### src/rtl/vend_pkg.sv
// Shared types and constants for the vending dispense path: channel geometry,
// FSM states, rejection codes and the small helpers used by the datapath.
package vend_pkg;

    localparam int NUM_CH  = 8;
    localparam int STOCK_W = 4;
    localparam int CH_W    = 3;
    localparam int PRICE_W = 8;

    localparam logic [NUM_CH*PRICE_W-1:0] DEFAULT_PRICES = 64'h0807060504030201;

    typedef enum logic [2:0] {
        ST_IDLE        = 3'd0,
        ST_CHECK       = 3'd1,
        ST_DISPENSE    = 3'd2,
        ST_REPORT_DONE = 3'd3,
        ST_REPORT_FAIL = 3'd4
    } state_e;

    localparam logic [1:0] FAIL_NONE      = 2'b00;
    localparam logic [1:0] FAIL_SOLD_OUT  = 2'b01;
    localparam logic [1:0] FAIL_NO_CREDIT = 2'b10;
    localparam logic [1:0] FAIL_BOTH      = 2'b11;

    // Net stock after an optional single-unit sale and an optional restock, clamped at full scale.
    function automatic logic [STOCK_W-1:0] sat_update(input logic [STOCK_W-1:0] stock,
                                                       input logic               dec,
                                                       input logic [STOCK_W-1:0] qty);
        logic [STOCK_W:0] sum;
        sum = {1'b0, stock} + {1'b0, qty} - {{STOCK_W{1'b0}}, dec};
        if (sum > {1'b0, {STOCK_W{1'b1}}}) begin
            return {STOCK_W{1'b1}};
        end else begin
            return sum[STOCK_W-1:0];
        end
    endfunction

    function automatic logic [NUM_CH-1:0] onehot(input logic [CH_W-1:0] ch);
        logic [NUM_CH-1:0] r;
        r     = {NUM_CH{1'b0}};
        r[ch] = 1'b1;
        return r;
    endfunction

endpackage

### src/rtl/stock_bank.sv
// Per-channel saturating stock counters with a sale-decrement port, a restock
// port, and two read ports (display query and the dispenser's stock check).
module stock_bank
    import vend_pkg::*;
#(
    parameter int INIT_STOCK = 5
) (
    input  logic               clk,
    input  logic               rst,
    input  logic               dec_valid,
    input  logic [CH_W-1:0]    dec_channel,
    input  logic               restock_valid,
    input  logic [CH_W-1:0]    restock_channel,
    input  logic [STOCK_W-1:0] restock_qty,
    input  logic [CH_W-1:0]    query_channel,
    input  logic [CH_W-1:0]    check_channel,
    output logic [STOCK_W-1:0] query_stock,
    output logic [STOCK_W-1:0] check_stock
);

    logic [STOCK_W-1:0] stock_q [NUM_CH];

    // A sale and a restock on the same channel in one cycle combine into one update.
    always_ff @(posedge clk or posedge rst) begin
        if (rst) begin
            for (int i = 0; i < NUM_CH; i++) begin
                stock_q[i] <= STOCK_W'(INIT_STOCK);
            end
        end else begin
            for (int i = 0; i < NUM_CH; i++) begin
                stock_q[i] <= sat_update(
                    stock_q[i],
                    dec_valid && (dec_channel == CH_W'(i)) && (stock_q[i] != {STOCK_W{1'b0}}),
                    (restock_valid && (restock_channel == CH_W'(i))) ? restock_qty : {STOCK_W{1'b0}});
            end
        end
    end

    assign query_stock = stock_q[query_channel];
    assign check_stock = stock_q[check_channel];

endmodule

### src/rtl/channel_dispenser.sv
// Buy-request consumer: checks stock and credit for the requested channel,
// runs that channel's motor for a fixed time, and reports done/fail and charge.
module channel_dispenser
    import vend_pkg::*;
#(
    parameter int                          INIT_STOCK   = 5,
    parameter logic [NUM_CH*PRICE_W-1:0]   PRICES       = DEFAULT_PRICES,
    parameter int                          MOTOR_CYCLES = 16
) (
    input  logic               clk,
    input  logic               rst,
    input  logic               buy_valid,
    input  logic [CH_W-1:0]    buy_channel,
    input  logic [PRICE_W-1:0] credit,
    input  logic               restock_valid,
    input  logic [CH_W-1:0]    restock_channel,
    input  logic [STOCK_W-1:0] restock_qty,
    input  logic [CH_W-1:0]    query_channel,
    output logic [STOCK_W-1:0] query_stock,
    output logic               busy,
    output logic [NUM_CH-1:0]  motor_en,
    output logic               done,
    output logic               fail,
    output logic [1:0]         fail_code,
    output logic [PRICE_W-1:0] charge
);

    localparam int CNT_W = (MOTOR_CYCLES > 1) ? $clog2(MOTOR_CYCLES) : 1;

    state_e             state_q;
    logic [CH_W-1:0]    ch_q;
    logic [PRICE_W-1:0] credit_q;
    logic [PRICE_W-1:0] price_q;
    logic [CNT_W-1:0]   cnt_q;
    logic               busy_q;
    logic [NUM_CH-1:0]  motor_en_q;
    logic               done_q;
    logic               fail_q;
    logic [1:0]         fail_code_q;
    logic [PRICE_W-1:0] charge_q;

    logic [STOCK_W-1:0] check_stock_s;
    logic               sold_out_s;
    logic               poor_s;
    logic               reject_s;
    logic               dec_s;
    logic [1:0]         code_s;

    stock_bank #(
        .INIT_STOCK(INIT_STOCK)
    ) u_stock_bank (
        .clk            (clk),
        .rst            (rst),
        .dec_valid      (dec_s),
        .dec_channel    (ch_q),
        .restock_valid  (restock_valid),
        .restock_channel(restock_channel),
        .restock_qty    (restock_qty),
        .query_channel  (query_channel),
        .check_channel  (ch_q),
        .query_stock    (query_stock),
        .check_stock    (check_stock_s)
    );

    assign sold_out_s = (check_stock_s == {STOCK_W{1'b0}});
    assign poor_s     = (credit_q < price_q);
    assign reject_s   = sold_out_s || poor_s;
    assign dec_s      = (state_q == ST_CHECK) && !reject_s;

    // Map the two rejection reasons onto the reported code.
    always_comb begin
        code_s = FAIL_NONE;
        case ({poor_s, sold_out_s})
            2'b01:   code_s = FAIL_SOLD_OUT;
            2'b10:   code_s = FAIL_NO_CREDIT;
            2'b11:   code_s = FAIL_BOTH;
            default: code_s = FAIL_NONE;
        endcase
    end

    // Request FSM with motor down-counter and registered status outputs.
    always_ff @(posedge clk or posedge rst) begin
        if (rst) begin
            state_q     <= ST_IDLE;
            ch_q        <= {CH_W{1'b0}};
            credit_q    <= {PRICE_W{1'b0}};
            price_q     <= {PRICE_W{1'b0}};
            cnt_q       <= {CNT_W{1'b0}};
            busy_q      <= 1'b0;
            motor_en_q  <= {NUM_CH{1'b0}};
            done_q      <= 1'b0;
            fail_q      <= 1'b0;
            fail_code_q <= FAIL_NONE;
            charge_q    <= {PRICE_W{1'b0}};
        end else begin
            done_q      <= 1'b0;
            fail_q      <= 1'b0;
            fail_code_q <= FAIL_NONE;
            case (state_q)
                ST_IDLE: begin
                    if (buy_valid) begin
                        ch_q     <= buy_channel;
                        credit_q <= credit;
                        price_q  <= PRICES[{buy_channel, 3'b000} +: PRICE_W];
                        busy_q   <= 1'b1;
                        state_q  <= ST_CHECK;
                    end else begin
                        busy_q   <= 1'b0;
                    end
                end
                ST_CHECK: begin
                    if (reject_s) begin
                        fail_q      <= 1'b1;
                        fail_code_q <= code_s;
                        state_q     <= ST_REPORT_FAIL;
                    end else begin
                        motor_en_q  <= onehot(ch_q);
                        cnt_q       <= CNT_W'(MOTOR_CYCLES - 1);
                        state_q     <= ST_DISPENSE;
                    end
                end
                ST_DISPENSE: begin
                    if (cnt_q == {CNT_W{1'b0}}) begin
                        motor_en_q <= {NUM_CH{1'b0}};
                        done_q     <= 1'b1;
                        charge_q   <= price_q;
                        state_q    <= ST_REPORT_DONE;
                    end else begin
                        cnt_q      <= cnt_q - {{(CNT_W-1){1'b0}}, 1'b1};
                    end
                end
                ST_REPORT_DONE: begin
                    busy_q  <= 1'b0;
                    state_q <= ST_IDLE;
                end
                ST_REPORT_FAIL: begin
                    busy_q  <= 1'b0;
                    state_q <= ST_IDLE;
                end
                default: begin
                    busy_q     <= 1'b0;
                    motor_en_q <= {NUM_CH{1'b0}};
                    state_q    <= ST_IDLE;
                end
            endcase
        end
    end

    assign busy      = busy_q;
    assign motor_en  = motor_en_q;
    assign done      = done_q;
    assign fail      = fail_q;
    assign fail_code = fail_code_q;
    assign charge    = charge_q;

endmodule

### config.mk
export PLATFORM = sky130hd
export DESIGN_NAME = channel_dispenser
export DESIGN_NICKNAME = d
export VERILOG_FILES = /design/src/rtl/vend_pkg.sv /design/src/rtl/stock_bank.sv /design/src/rtl/channel_dispenser.sv
export SDC_FILE = /design/constraint.sdc
export NUM_CORES = 1
export LEC_CHECK = 0
export BUFFER_PORTS_ARGS = -buffer_cell sky130_fd_sc_hd__buf_4
export CORE_UTILIZATION = 60
export CTS_CLUSTER_SIZE = 25
export DETAILED_ROUTE_END_ITERATION = 6
export GPL_TIMING_DRIVEN = 0
export HOLD_SLACK_MARGIN = 0.08
export PLACE_DENSITY = 0.87
export SYNTH_ARGS = -nofsm -noshare
export SYNTH_HDL_FRONTEND = slang
export SYNTH_SLANG_ARGS = --single-unit
### constraint.sdc
create_clock -name clk -period 6.93 [get_ports clk]
set_input_delay 0.3465 -clock clk [delete_from_list [all_inputs] [get_ports clk]]
set_output_delay 0.3465 -clock clk [all_outputs]
set_load 0.01 [all_outputs]
==> reports/qor.txt, run 1 <==
Slowest CP cell = nor4_2
Reg2reg setup slack = 3.12 ns
Post-layout util = 69.8%
Die footprint = 0.00883 mm^2
Drt total wl = 11400 um
Synth Flop Type = dfrtp_1
WP data arrival = 4.04 ns
Fin crit period = 3.81 ns
CP peak stage delay = 0.57 ns
Max VDD drop = 215 uV
CTS Root Cell = clkbuf_8
Fin. Hold Viols = 0
Nets@finish = 724
Vias in the first global route = 4254
Die width = 94.0 um
CP Launch Point = ch_q[1]$_DFFE_PP0P_
Crit-path leading delay family = simple AND/OR/NAND/NOR gates
Maximum fanout along the worst path = 8
Clk buf depth = 2
Crit share post-route = 54.9%
Cts bufs inserted = 9
Critical path cell sequence = nand2b_1 -> o22ai_1 -> nor4_2 -> or4_1 -> buf_2 -> nor2_1 -> ha_1 -> inv_1 -> ha_1 -> inv_1 -> fa_1 -> inv_1 -> a21o_1 -> a21oi_1 -> xor2_1 -> nand2_1
TNS Setup = 0 ns
Diode count = 0
Crit end category = flip-flop
Synth cell count leaders = inv_1, nand2_1, ha_1
Clock tree sinks = 71
Max-Cap Viols = 0
Yosys top cell area share = 27.1%
Synth Instances = 567
Pin count of the biggest net entering global routing = 72
Synth warnings = 0
First-pass GRT wire length = 19100 um
PostCTS Resize Cnt = 0
Area Overhead vs Synth = 12.9%
Status = complete, but fails checks
TritonRoute pass-1 iters = 6
Max-Slew Margin vs Limit = 43.0%
Final setup viols = 0
Post-Syn Area = 0.00507 mm^2
Rows = 33
TritonCTS clock tree = yes
Slew Limit Fails = 0
Synthesized area per cell = 8.95 um^2
Worst skew pair latency = 0.35 ns
Critical R2R Capture = u_stock_bank.stock_q[29]$_DFF_PP0_
Worst R2R Path Depth = 16
DP HPWL = 8570 um
Sequential cell area fraction in the yosys report = 35.4%
Initial core utilization = 61.8%
Layout cells sized above 1 = 15.4%
Top-count cell post-synth = inv_1
Hold/Removal Path Class = primary input to asynchronous set/reset pin
Worst path required time = 7.16 ns
Reg2Reg Launch Point = ch_q[1]$_DFFE_PP0P_
Hold_ws = 0.163 ns
GRT Total Usage = 28.6%
Least-Margin Pin Slew = 0.855 ns
Clk slew on worst S/H paths = 0.08 ns
Post-CTS Setup Bufs = 0
Starting DRT DRC Count = 226
Final routed DRC violation total = 3
Synth top area cells = dfrtp_1, ha_1, inv_1
ANT nets after route = 0
Worst Setup Path Type = flip-flop to flip-flop
Via-per-instance ratio = 5.63
Initial antenna violation count = 0
Synth unique cells = 46
#FFs+latches synth = 71
Routability Congestion = 0.889
Vias = 4111
Area leader, netlist = dfrtp_1
Async set or reset register ratio after synthesis = 100%
Worst path depth = 16
Core Region = 0.00822 mm^2
Wirelength per Cell = 15.6 um
RSZ-0062 raised after global routing = no
Highest clock rate = 263 MHz
Most Frequent Cell on Critical Path = inv_1
Cell Pwr Density = 406 mW/mm^2
Failing checks = DRC
I/O Pins = 50
Height of the die = 94.0 um
Number of flops mapped to enable cells by yosys = 0
# hold bufs at CTS = 0
Worst setup SP type = flip-flop
CTS H-tree depth = 3
Bufs and invs on worst path = 4
Leak pwr = 3.11 nW
Total congestion overflow = 0
Worst Skew = 0.00801 ns
IO Port Bufs = 40
CP Capture Point = u_stock_bank.stock_q[29]$_DFF_PP0_
## how the worst min path moves through the flow
stage | start | to | slack, ns
after floorplan | credit_q[0]$_DFFE_PP0P_ | credit_q[0]$_DFFE_PP0P_ | 0.44
after global placement | credit_q[5]$_DFFE_PP0P_ | credit_q[5]$_DFFE_PP0P_ | 0.46
final | rst | credit_q[7]$_DFFE_PP0P_ | 0.16
after global routing | credit[2] | credit_q[2]$_DFFE_PP0P_ | 0.18
after CTS | credit[5] | credit_q[5]$_DFFE_PP0P_ | 0.17
after detailed placement | credit_q[0]$_DFFE_PP0P_ | credit_q[0]$_DFFE_PP0P_ | 0.46
## state kept, by name, summed over array words and instances (netlist names)
signal and count:
done 1, fail_code 2, u_stock_bank.stock_q 32, busy 1, price_q 4, motor_en 8
fail 1, cnt_q 4, credit_q 8, ch_q 3, charge 4, state_q 3
## kinds of logic after synthesis
kind of cell | share of synthesized area, %
and+or+nand+nor | 16.0
other | 0.0739
buffers and inverters | 10.7
adders and majority gates | 20.4
muxes | 4.39
AOI/OAI and AO/OA | 8.75
xor gates and xnor gates | 4.31
DFF | 35.4
## area by class of cell
class / instances / area (um^2)
plain buffers: 16 / 86.3
clock buffers: 11 / 141
clock inverters: 4 / 70.1
fillers: 630 / 2480
inverters: 121 / 457
multi-input cells: 362 / 2750
flip-flops and latches: 71 / 1800
well taps: 105 / 131
repair buffers: 40 / 300
## routing by layer
layer / track usage, % / vias to the layer above / part of all wire, %
met4: 14.0 / 0 / 3.8
met1: 32.1 / 1995 / 39
met2: 51.8 / 158 / 51
li1: - / 1917 / -
met3: 5.02 / 41 / 6.0
met5: 0 / - / 0
## cells in the final DEF, fill, tap and decap left out, types with 2 or more instances in the layout
master,Yosys,layout
nor3b_1,2,2
and2_1,8,8
nor2_1,23,23
nand2_1,100,100
dfstp_2,16,16
bufinv_16,0,2
inv_1,120,119
mux4_2,8,8
clkbuf_8,0,10
a21o_1,16,16
mux2_2,2,2
clkinv_2,0,2
buf_2,3,3
xor2_1,24,24
fa_1,8,8
a21oi_1,22,22
nand3_1,4,4
clkbuf_1,5,6
nor3_1,5,5
mux2i_1,2,2
nand2b_1,14,14
o22ai_1,2,2
nor4_1,6,6
o21ai_0,16,16
o32ai_1,8,8
dfrtp_1,55,55
buf_4,4,44
or4_1,2,2
buf_1,3,3
ha_1,70,70
conb_1,1,4
## stage by stage
stage	setup WS, ns	total power (W)	std cells	instance area, um^2
floorplan	3.72	0.00160	570	5090
global route	2.93	0.00253	730	5730
CTS	3.21	0.00232	730	5730
finish	3.12	0.00233	730	5730
detailed placement	3.27	0.00194	715	5520
global placement	3.37	0.00184	715	5520
## power breakdown
part,internal [W],switching [W]
clock,0.000210,0.000156
combinational,0.000523,0.000713
sequential,0.000604,0.000120
total,0.00134,0.000990
(Power assumes the default switching activity.)
==> inputs of run 2 (changes only) <==
==> constraint.sdc (replaced) <==
create_clock -name clk -period 3.7 [get_ports clk]
set_input_delay 0.185 -clock clk [delete_from_list [all_inputs] [get_ports clk]]
set_output_delay 0.185 -clock clk [all_outputs]
set_load 0.01 [all_outputs]
==> reports/qor.txt, run 2 (synthesized netlist as in run 1, its figures left out) <==
Clk buf depth = 2 (unchanged)
Area Overhead vs Synth = 18.9% (was 12.9%)
Starting DRT DRC Count = 331 (was 226)
Initial core utilization = 61.8% (unchanged)
I/O Pins = 50 (unchanged)
Fin worst setup slack = 0.105 ns (was 3.12 ns)
Vias = 4224 (was 4111)
DP HPWL = 8570 um (unchanged)
Final routed DRC violation total = 1 (was 3)
Vias in the first global route = 4332 (was 4254)
ANT nets after route = 0 (unchanged)
Clk slew on worst S/H paths = 0.07 ns (was 0.08 ns)
IO Port Bufs = 40 (unchanged)
Slew Limit Fails = 0 (unchanged)
Worst Skew = 0.00605 ns (was 0.00801 ns)
Non-Filler Instances = 750 (was 730)
Worst skew pair latency = 0.36 ns (was 0.35 ns)
Die width = 94.0 um (unchanged)
Total congestion overflow = 0 (unchanged)
Wirelength per Cell = 16.4 um (was 15.6 um)
Worst path required time = 3.93 ns (was 7.16 ns)
Hold/Removal Path Class = primary input to flip-flop (was primary input to asynchronous set/reset pin)
Core Region = 0.00822 mm^2 (unchanged)
Setup slack at placement = 0.0353 ns (was 3.27 ns)
Via-per-instance ratio = 5.63 (about the same)
Routability Congestion = 0.889 (unchanged)
Commonest non-fill, non-tap cell in the layout = inv_1 (unchanged)
TritonRoute pass-1 iters = 7 (was 6)
CTS H-tree depth = 3 (unchanged)
Max-Cap Viols = 0 (unchanged)
Layout cells sized above 1 = 19.5% (was 15.4%)
Failing checks = DRC (unchanged)
Cells after DPL = 715 (unchanged)
Max-Slew Margin vs Limit = 43.0% (about the same)
Least-Margin Pin Slew = 0.855 ns (about the same)
Status = complete, but fails checks (unchanged)
Filler instances = 574 (was 630)
Worst Setup Path Type = flip-flop to flip-flop (unchanged)
Drt total wl = 12300 um (was 11400 um)
Height of the die = 94.0 um (unchanged)
Leak pwr = 3.21 nW (was 3.11 nW)
Commonest cells after routing, fill and taps aside = inv_1, nand2_1, ha_1, buf_4, dfrtp_1 (was inv_1, nand2_1, ha_1, dfrtp_1, buf_4)
Fin. Hold Viols = 0 (unchanged)
First-pass GRT wire length = 19500 um (was 19100 um)
Tot Pwr = 0.00460 W (was 0.00233 W)
CTS Root Cell = clkbuf_8 (unchanged)
Max VDD drop = 411 uV (was 215 uV)
WP data arrival = 3.83 ns (was 4.04 ns)
Pin count of the biggest net entering global routing = 72 (unchanged)
Crit end category = flip-flop (unchanged)
Final setup viols = 0 (unchanged)
Crit share post-route = 97.2% (was 54.9%)
TritonCTS clock tree = yes (unchanged)
Largest Register = u_stock_bank.stock_q (unchanged)
Initial antenna violation count = 0 (unchanged)
Fin crit period = 3.60 ns (was 3.81 ns)
Largest register FFs = 32 (unchanged)
Cell Pwr Density = 762 mW/mm^2 (was 406 mW/mm^2)
Diode count = 0 (unchanged)
Maximum fanout along the worst path = 8 (unchanged)
Worst setup SP type = flip-flop (unchanged)
GRT Total Usage = 29.1% (was 28.6%)
Clock tree sinks = 71 (unchanged)
Cts bufs inserted = 9 (unchanged)
Nets@finish = 744 (was 724)
Die footprint = 0.00883 mm^2 (unchanged)
Highest clock rate = 278 MHz (was 263 MHz)
Rows = 33 (unchanged)
-- run 2: changes by cell type in the layout (fill, tap and decap cells not counted), sizes merged --
cell,previous run,this run
buf,51,59
dlygate4sd3,0,12
-- run 2: layout make-up --
cell class,instances,area (um^2),area share [%]
inverter,121,457,7.57
clock inverter,4,70.1,1.16
tap,105,131,2.18
buffer,16,95.1,1.58
sequential,71,1800,29.8
multi-input combinational,362,2860,47.4
clock buffer,11,141,2.34
timing repair buffer,60,480,7.96
-- run 2: power breakdown --
| group | internal (W) | total (W) | switching, W |
|---|---|---|---|
| combinational | 0.00110 | 0.00254 | 0.00144 |
| clock | 0.000392 | 0.000687 | 0.000295 |
| sequential | 0.00113 | 0.00137 | 0.000237 |
| total | 0.00262 | 0.00460 | 0.00198 |
-- run 2: metrics by stage --
stage	TNS (ns)	instance area, um^2	util, %	hold slack, ns
2_1_floorplan	0	5090	-	0.290
3_3_place_gp	0	5520	67.2	0.376
5_1_grt	-0.536	6030	73.4	0.306
6_report	0	6030	73.4	0.286
4_1_cts	0	5860	71.3	0.295
3_5_place_dp	0	5520	67.2	0.382
-- run 2: per-layer routing --
| metal | wire length [um] | share of wire, % | up-vias | GRT usage (%) |
|---|---|---|---|---|
| met5 | 0 | 0 | - | 0 |
| met4 | 460 | 3.7 | 0 | 14.4 |
| met3 | 845 | 6.9 | 49 | 5.02 |
| met2 | 6290 | 51 | 195 | 52.6 |
| met1 | 4730 | 38 | 2020 | 32.9 |
| li1 | - | - | 1960 | - |
-- run 2: what timing repair did --
action | CTS | global route
setup endpoints to repair | 7 | 32
hold buffers | 12 | 0
endpoints found under the hold margin | 67 | 0
pin swaps | 0 | 10
gates resized for setup | 1 | 31
setup buffers | 0 | 8
-- run 2: final timing paths --
check                                        startpoint                                 end  slack, ns  cells past startpoint
max in group asynchronous                           rst                 ch_q[0]$_DFFE_PP0P_       2.53                      3
worst min register to register  credit_q[6]$_DFFE_PP0P_             credit_q[6]$_DFFE_PP0P_       0.48                      2
worst max-delay path                ch_q[1]$_DFFE_PP0P_  u_stock_bank.stock_q[31]$_DFF_PP0_       0.10                     16
worst min-delay path                          buy_valid              price_q[0]$_DFFE_PP0P_       0.29                      3
min in group asynchronous                           rst  u_stock_bank.stock_q[25]$_DFF_PP0_       0.57                      3
worst max register to register      ch_q[1]$_DFFE_PP0P_  u_stock_bank.stock_q[31]$_DFF_PP0_       0.10                     16
-- run 2: worst max-delay path: stages, from the launching register on --
cell     delay (ns)
dfrtp_2        0.45
nand2_1        0.32
o22ai_2        0.21
nor4_4         0.44
or4_1          0.17
buf_4          0.17
nor2_2         0.05
ha_1           0.27
inv_1          0.05
ha_1           0.22
inv_1          0.08
fa_2           0.22
inv_1          0.05
a21o_1         0.18
a21oi_1        0.20
xor2_1         0.30
nand2_1        0.09
